## src/rtl/vec_mag_pkg.sv

```systemverilog
// Shared definitions for the vector-magnitude statistics block: width defaults,
// the result record layout and its packing onto the output stream.
package vec_mag_pkg;

  localparam int COORD_WIDTH_DEF = 8;
  localparam int IN_WIDTH_DEF    = 4 * COORD_WIDTH_DEF;
  localparam int MAG_WIDTH_DEF   = 8;
  localparam int CNT_WIDTH_DEF   = 16;
  localparam int SUM_WIDTH_DEF   = MAG_WIDTH_DEF + CNT_WIDTH_DEF;
  localparam int OUT_WIDTH_DEF   = 1 + SUM_WIDTH_DEF + MAG_WIDTH_DEF + CNT_WIDTH_DEF;

  typedef enum logic {
    ST_IDLE = 1'b0,
    ST_RUN  = 1'b1
  } vec_mag_state_t;

  // Field order matches the output beat: count sits in the LSBs
  typedef struct packed {
    logic                     ovf;
    logic [SUM_WIDTH_DEF-1:0] sum;
    logic [MAG_WIDTH_DEF-1:0] max;
    logic [CNT_WIDTH_DEF-1:0] count;
  } vec_mag_stats_t;

  function automatic logic [OUT_WIDTH_DEF-1:0] vec_mag_pack(input vec_mag_stats_t stats);
    return stats;
  endfunction

endpackage

```

## src/rtl/vec_mag_axis_reg.sv

```systemverilog
// Single-entry AXI-Stream holding register: loads a word, holds it until the
// downstream accepts it, and tells the producer when a new load is allowed.
module vec_mag_axis_reg #(
  parameter int WIDTH = 8
) (
  input  logic             aclk,
  input  logic             areset,
  input  logic             load,
  input  logic [WIDTH-1:0] load_data,
  output logic             s_ready,
  output logic [WIDTH-1:0] m_tdata,
  output logic             m_tvalid,
  input  logic             m_tready
);

  logic [WIDTH-1:0] data_reg;
  logic             valid_reg;

  assign s_ready  = !valid_reg || m_tready;
  assign m_tdata  = data_reg;
  assign m_tvalid = valid_reg;

  // A load is only issued while s_ready is high, so it never overwrites an undrained word
  always_ff @(posedge aclk) begin
    if (areset) begin
      valid_reg <= 1'b0;
      data_reg  <= '0;
    end else if (load) begin
      valid_reg <= 1'b1;
      data_reg  <= load_data;
    end else if (m_tready) begin
      valid_reg <= 1'b0;
    end
  end

endmodule

```

## src/rtl/vec_mag_pkt_stats.sv

```systemverilog
// Per-packet beat count / sum / max over a magnitude stream, one result beat per packet.
// Define VEC_MAG_STATS_SAT_EN to saturate count/sum and report a sticky ovf bit.
module vec_mag_pkt_stats
  import vec_mag_pkg::*;
#(
  parameter int IN_WIDTH  = IN_WIDTH_DEF,
  parameter int MAG_WIDTH = MAG_WIDTH_DEF,
  parameter int CNT_WIDTH = CNT_WIDTH_DEF
) (
  input  logic                               aclk,
  input  logic                               areset,
  input  logic [CNT_WIDTH-1:0]               cfg_pkt_len,
  input  logic [IN_WIDTH-1:0]                s_axis_tdata,
  input  logic                               s_axis_tvalid,
  input  logic                               s_axis_tlast,
  output logic                               s_axis_tready,
  output logic [2*MAG_WIDTH+2*CNT_WIDTH:0]   m_axis_tdata,
  output logic                               m_axis_tvalid,
  output logic                               m_axis_tlast,
  input  logic                               m_axis_tready
);

  localparam int SUM_WIDTH = MAG_WIDTH + CNT_WIDTH;
  localparam int OUT_WIDTH = 1 + SUM_WIDTH + MAG_WIDTH + CNT_WIDTH;
  localparam logic [CNT_WIDTH-1:0] CNT_ONE = CNT_WIDTH'(1);

  vec_mag_state_t       state_reg, state_next;
  logic [CNT_WIDTH-1:0] len_reg, len_next, cnt_reg, cnt_next;
  logic [SUM_WIDTH-1:0] sum_reg, sum_next;
  logic [MAG_WIDTH-1:0] max_reg, max_next;
  logic                 ovf_reg, ovf_next;

  logic [MAG_WIDTH-1:0] mag;
  logic [SUM_WIDTH-1:0] mag_ext;
  logic [CNT_WIDTH-1:0] len_eff, cur_cnt, upd_cnt;
  logic [SUM_WIDTH-1:0] cur_sum, upd_sum;
  logic [MAG_WIDTH-1:0] cur_max, upd_max;
  logic                 cur_ovf, upd_ovf;
  logic                 accept, close, load;
  logic [OUT_WIDTH-1:0] result;

  assign mag          = s_axis_tdata[MAG_WIDTH-1:0];
  assign mag_ext      = {{CNT_WIDTH{1'b0}}, mag};
  assign accept       = s_axis_tvalid && s_axis_tready;
  assign m_axis_tlast = 1'b1;

  generate
    if (IN_WIDTH > MAG_WIDTH) begin : g_upper
      logic unused_upper_tdata;
      assign unused_upper_tdata = ^s_axis_tdata[IN_WIDTH-1:MAG_WIDTH];
    end
  endgenerate

  always_comb begin
    state_next = state_reg;
    len_next   = len_reg;
    cnt_next   = cnt_reg;
    sum_next   = sum_reg;
    max_next   = max_reg;
    ovf_next   = ovf_reg;
    load       = 1'b0;

    // In IDLE the first beat starts from empty accumulators and a freshly sampled length
    if (state_reg == ST_IDLE) begin
      len_eff = cfg_pkt_len;
      cur_cnt = '0;
      cur_sum = '0;
      cur_max = '0;
      cur_ovf = 1'b0;
    end else begin
      len_eff = len_reg;
      cur_cnt = cnt_reg;
      cur_sum = sum_reg;
      cur_max = max_reg;
      cur_ovf = ovf_reg;
    end

    upd_max = (mag > cur_max) ? mag : cur_max;
`ifdef VEC_MAG_STATS_SAT_EN
    if (&cur_cnt) begin
      upd_cnt = cur_cnt;
      upd_sum = cur_sum;
      upd_ovf = 1'b1;
    end else begin
      upd_cnt = cur_cnt + CNT_ONE;
      upd_sum = cur_sum + mag_ext;
      upd_ovf = cur_ovf;
    end
`else
    // Nothing ever sets ovf here, so it remains 0
    upd_cnt = cur_cnt + CNT_ONE;
    upd_sum = cur_sum + mag_ext;
    upd_ovf = cur_ovf;
`endif

    close  = (len_eff == '0) ? s_axis_tlast : (upd_cnt == len_eff);
    result = {upd_ovf, upd_sum, upd_max, upd_cnt};

    if (accept) begin
      len_next = len_eff;
      cnt_next = upd_cnt;
      sum_next = upd_sum;
      max_next = upd_max;
      ovf_next = upd_ovf;
      if (close) begin
        load       = 1'b1;
        state_next = ST_IDLE;
      end else begin
        state_next = ST_RUN;
      end
    end
  end

  always_ff @(posedge aclk) begin
    if (areset) begin
      state_reg <= ST_IDLE;
      len_reg   <= '0;
      cnt_reg   <= '0;
      sum_reg   <= '0;
      max_reg   <= '0;
      ovf_reg   <= 1'b0;
    end else begin
      state_reg <= state_next;
      len_reg   <= len_next;
      cnt_reg   <= cnt_next;
      sum_reg   <= sum_next;
      max_reg   <= max_next;
      ovf_reg   <= ovf_next;
    end
  end

  vec_mag_axis_reg #(
    .WIDTH(OUT_WIDTH)
  ) u_out_reg (
    .aclk      (aclk),
    .areset    (areset),
    .load      (load),
    .load_data (result),
    .s_ready   (s_axis_tready),
    .m_tdata   (m_axis_tdata),
    .m_tvalid  (m_axis_tvalid),
    .m_tready  (m_axis_tready)
  );

endmodule

```

## config.mk

```make
export PLATFORM = sky130hd
export DESIGN_NAME = vec_mag_pkt_stats
export DESIGN_NICKNAME = d
export VERILOG_FILES = /design/src/rtl/vec_mag_pkg.sv /design/src/rtl/vec_mag_axis_reg.sv /design/src/rtl/vec_mag_pkt_stats.sv
export SDC_FILE = /design/constraint.sdc
export NUM_CORES = 1
export LEC_CHECK = 0
export CAP_MARGIN = 30
export CORE_MARGIN = 5
export CORE_UTILIZATION = 55
export DETAILED_ROUTE_END_ITERATION = 8
export GPL_TIMING_DRIVEN = 1
export PLACE_DENSITY_LB_ADDON = 0.05
export SLEW_MARGIN = 25
export SYNTH_ARGS = -nofsm -noshare
export SYNTH_HDL_FRONTEND = slang
export SYNTH_SLANG_ARGS = --single-unit
```

## constraint.sdc

```tcl
create_clock -name aclk -period 7.45 [get_ports aclk]
set_input_delay 1.49 -clock aclk [delete_from_list [all_inputs] [get_ports aclk]]
set_output_delay 1.49 -clock aclk [all_outputs]
set_load 0.01 [all_outputs]
```

==> metrics.md <==
| Metric | Value |
|---|---|
| Status | `completed` |
| Worst path cell trace | `buf_4, nand4_1, nor2_1, nand3_1, xnor2_1, nor4_4, a41oi_4, buf_4, buf_4, mux2_1, nor2_1` |
| Final wirelength | `16,100 µm` |
| Largest net degree at the start of global routing | `117` |
| R2R Path Start | `state_reg` |
| Post-synth top cells | `116 x dfxtp_1, 114 x nor2_1, 110 x nand2_1` |
| Global route total overflow | `0` |
| Die Width | `approximately 120 µm` |
| Post-synthesis sequential area ratio | `0.362` |
| VDD IR-drop max | `about 0.00034 V` |
| Predominant post-synthesis flop cell | `dfxtp_1` |
| Fmax | `between 200 and 250 MHz` |
| Hold Path Stages | `2` |
| Initial DRC Count | `395` |
| Synth unique cells | `56` |
| Final net count | `923` |
| Diode count | `0` |
| Final WS setup | `~3.0 ns` |
| DIE AREA | `13,900 µm²` |
| Crit path largest cell delay | `0.66 ns` |
| CP bufs+invs | `3` |
| Fin area | `7730 µm²` |
| Crit path arrival time | `4.80 ns` |
| Place WS | `about 2.7 ns` |
| PwrDens | `206 nW/µm²` |
| Ys async rst share | `0` |
| Vias in the first global route | `5,567` |
| GPL Wtd Cong | `0.915` |
| R2r worst-path depth | `11` |
| Final Cycle Share | `0.599` |
| Critical path's slowest cell | `buf_4` |
| Mapped Area | `roughly 6400 µm²` |
| Top cells by area, synth | `dfxtp_1 36%, mux2i_1 7.5%, nor2_1 6.7%` |
| Req. time, crit path | `7.78 ns` |
| Synth area leader | `dfxtp_1` |
| RSZ-0062 raised after global routing | `no` |
| Layout cell share with drive strength beyond 1 | `0.0590` |
| Clock latency on the worst-skew pair | `0.41 ns` |
| Count of final setup violators | `0` |
| IO buf count | `79` |
| Most used routing layer in global routing | `met2` |
| DR pass1 iterations | `5` |
| Dpl cell area | `between 7000 and 8000 µm²` |
| Row count | `39` |
| Crit path max fanout | `85` |
| Crit end category | `register` |
| M3 GR Usage | `0.0581` |
| Avg WL per Cell | `16.0 µm` |
| Synth-to-Final Area Change | `20.5%` |
| ANT nets after route | `0` |
| Die Height | `around 120 µm` |
| Synth Register Bits | `116` |
| Final Max Slew Viols | `0` |
| Gates resized, CTS repair | `0` |
| First-pass GRT wire length | `about 27,000 µm` |
| Clock Tree Root | `clkbuf_16` |
| Clock slew seen by the registers of the worst setup and hold paths | `0.05 ns` |
| P_leak | `3.05 nW` |
| M2 GR Usage | `0.385` |
| R2r endpoint | `u_out_reg.m_tdata[28]` |
| Crit path kind | `register to register` |
| IO Pins | `105` |
| Hold endpoint | `sum_reg[1]` |
| Max reg flops | `49` |
| Core ar. | `11,400 µm²` |
| Initial core utilization | `0.562` |
| R2R Setup Slk | `slightly below 3 ns` |
| Initial antenna violation count | `0` |
| Number of warnings issued by yosys | `0` |
| Synth top area share | `0.362` |
| CTS tree | `yes` |
| Number of vias per cell | `5.67` |
| Setup Buffers After CTS | `0` |
| Sink Count | `116` |
| Mapped Nets | `roughly 900` |
| Slew @ Worst Pin | `0.872 ns` |
| Inserted Clock Buffers | `17` |
| Setup TNS | `0 ns` |
| Gate Count Post-Synth | `808` |
| Top delay family on crit path | `buffers and inverters` |
| Final min period | `4.47 ns` |
| Deepest clock path buffer count | `2` |
| Clock skew | `0.00687 ns` |
| H-tree Lvls | `4` |
| CTS Hold Buffers Added | `0` |
| Final design utilization | `0.677` |
| Total global-route track usage | `0.229` |
| Final hold vios | `0` |
| Startpoint Class | `register` |
| HP Start | `sum_reg[1]` |
| Drt drc | `0` |
| Via Count | `5,719` |
| CP dominant cell by count | `buf_4` |
| Met1 Track Usage GR | `0.274` |
| Slew margin rel. | `0.418` |
| Count leader, synth | `dfxtp_1` |
| HPWL after DPL | `about 11,000 µm` |
| Average cell area after synthesis | `about 7.9 µm²` |
| Hold WC Path Type | `register to register` |
| Post-synth EDFFs | `0` |
| Max-Cap Viols | `0` |
-- per-layer routing --
layer / up-vias / wire length, µm
met1: 2669 / 6890
li1: 2847 / -
met4: 0 / 451
met5: - / 0
met3: 40 / 801
met2: 163 / 7960
-- where the power goes --
part / switching [mW] / internal [mW]
sequential: 0.0105 / 0.634
combinational: 0.0963 / 0.0615
clock: 0.271 / 0.519
-- cells by family (layout without fill, tap and decap cells) --
| family | count (synthesis) | after routing | synth area share |
|---|---|---|---|
| buffers and inverters | 85 | 142 | 0.0603 |
| XOR/XNOR | 54 | 54 | 0.0749 |
| other | 1 | 1 | 0.000584 |
| flip-flops | 116 | 116 | 0.362 |
| adder cells (fa/ha/maj) | 18 | 18 | 0.0363 |
| multiplexers | 57 | 57 | 0.0907 |
| AND/OR/NAND/NOR | 332 | 332 | 0.242 |
| AO/OA/AOI/OAI | 145 | 145 | 0.134 |
-- cells in the final DEF (no fill, tap or decap), types with 2 or more instances in the layout --
cell type        netlist  routed
a311oi_1               3       3
nand3b_1               4       4
clkdlybuf4s50_1        0      78
o21ai_0               18      18
nor3_1                14      14
bufinv_16              0       3
dfxtp_1              116     115
ha_1                  17      17
mux2_2                 3       3
and3_1                 6       6
a22oi_1               17      17
nor4_1                 8       8
nand3_1               11      11
or3_1                 10      10
o22ai_1                2       2
nor2b_1                7       7
nor2_1               114     113
mux2i_1               48      48
a211oi_1               3       3
o31ai_1                2       2
a21o_1                 7       7
nand4_1               14      14
clkbuf_1              37       3
xnor2_1               33      33
a21oi_1               78      77
o21bai_1               2       2
inv_1                 25      25
xor2_1                20      20
clkinv_2               0       8
nand2_1              110     110
and4_4                 3       3
buf_4                  3       6
mux2_1                 6       6
and4_1                 3       3
o21a_1                 4       4
and2_1                15      15
o211ai_1               3       3
nand2b_1               4       4
clkbuf_16              0      17
-- metrics by stage --
stage	hold slack (ns)	cells	total power, mW
finish	0.447	1008	1.59
global route	0.467	1008	1.65
CTS	0.450	1008	1.60
detailed placement	0.442	976	0.812
global placement	0.439	976	0.807
floorplan	0.432	808	0.763
-- worst register-to-register path, delay by kind of cell, from the launching register on --
| kind | cells | cell delay (ns) |
|---|---|---|
| muxes | 1 | 0.37 |
| buffers and inverters | 3 | 1.52 |
| and+or+nand+nor | 5 | 1.26 |
| AOI/OAI and AO/OA | 1 | 0.55 |
| DFF | 1 | 0.35 |
| xor gates and xnor gates | 1 | 0.33 |
-- layout make-up --
cell class                 instances  area [µm²]
multi-input combinational        607        3720
inverter                          25        93.8
clock inverter                    12         138
fill                             985        3690
timing repair buffer              85         837
clock buffer                      20         437
sequential                       116        2320
tap                              143         179
-- worst max-delay path by stage --
stage	start	end	cells past startpoint
after floorplan	state_reg	u_out_reg.m_tdata[11]	19
after global placement	m_axis_tready	u_out_reg.m_tdata[30]	12
after detailed placement	m_axis_tready	u_out_reg.m_tdata[30]	12
after CTS	state_reg	u_out_reg.m_tdata[28]	11
after global routing	state_reg	u_out_reg.m_tdata[28]	11
final	state_reg	u_out_reg.m_tdata[28]	11
Note: power is estimated with default switching activity, not from simulation.
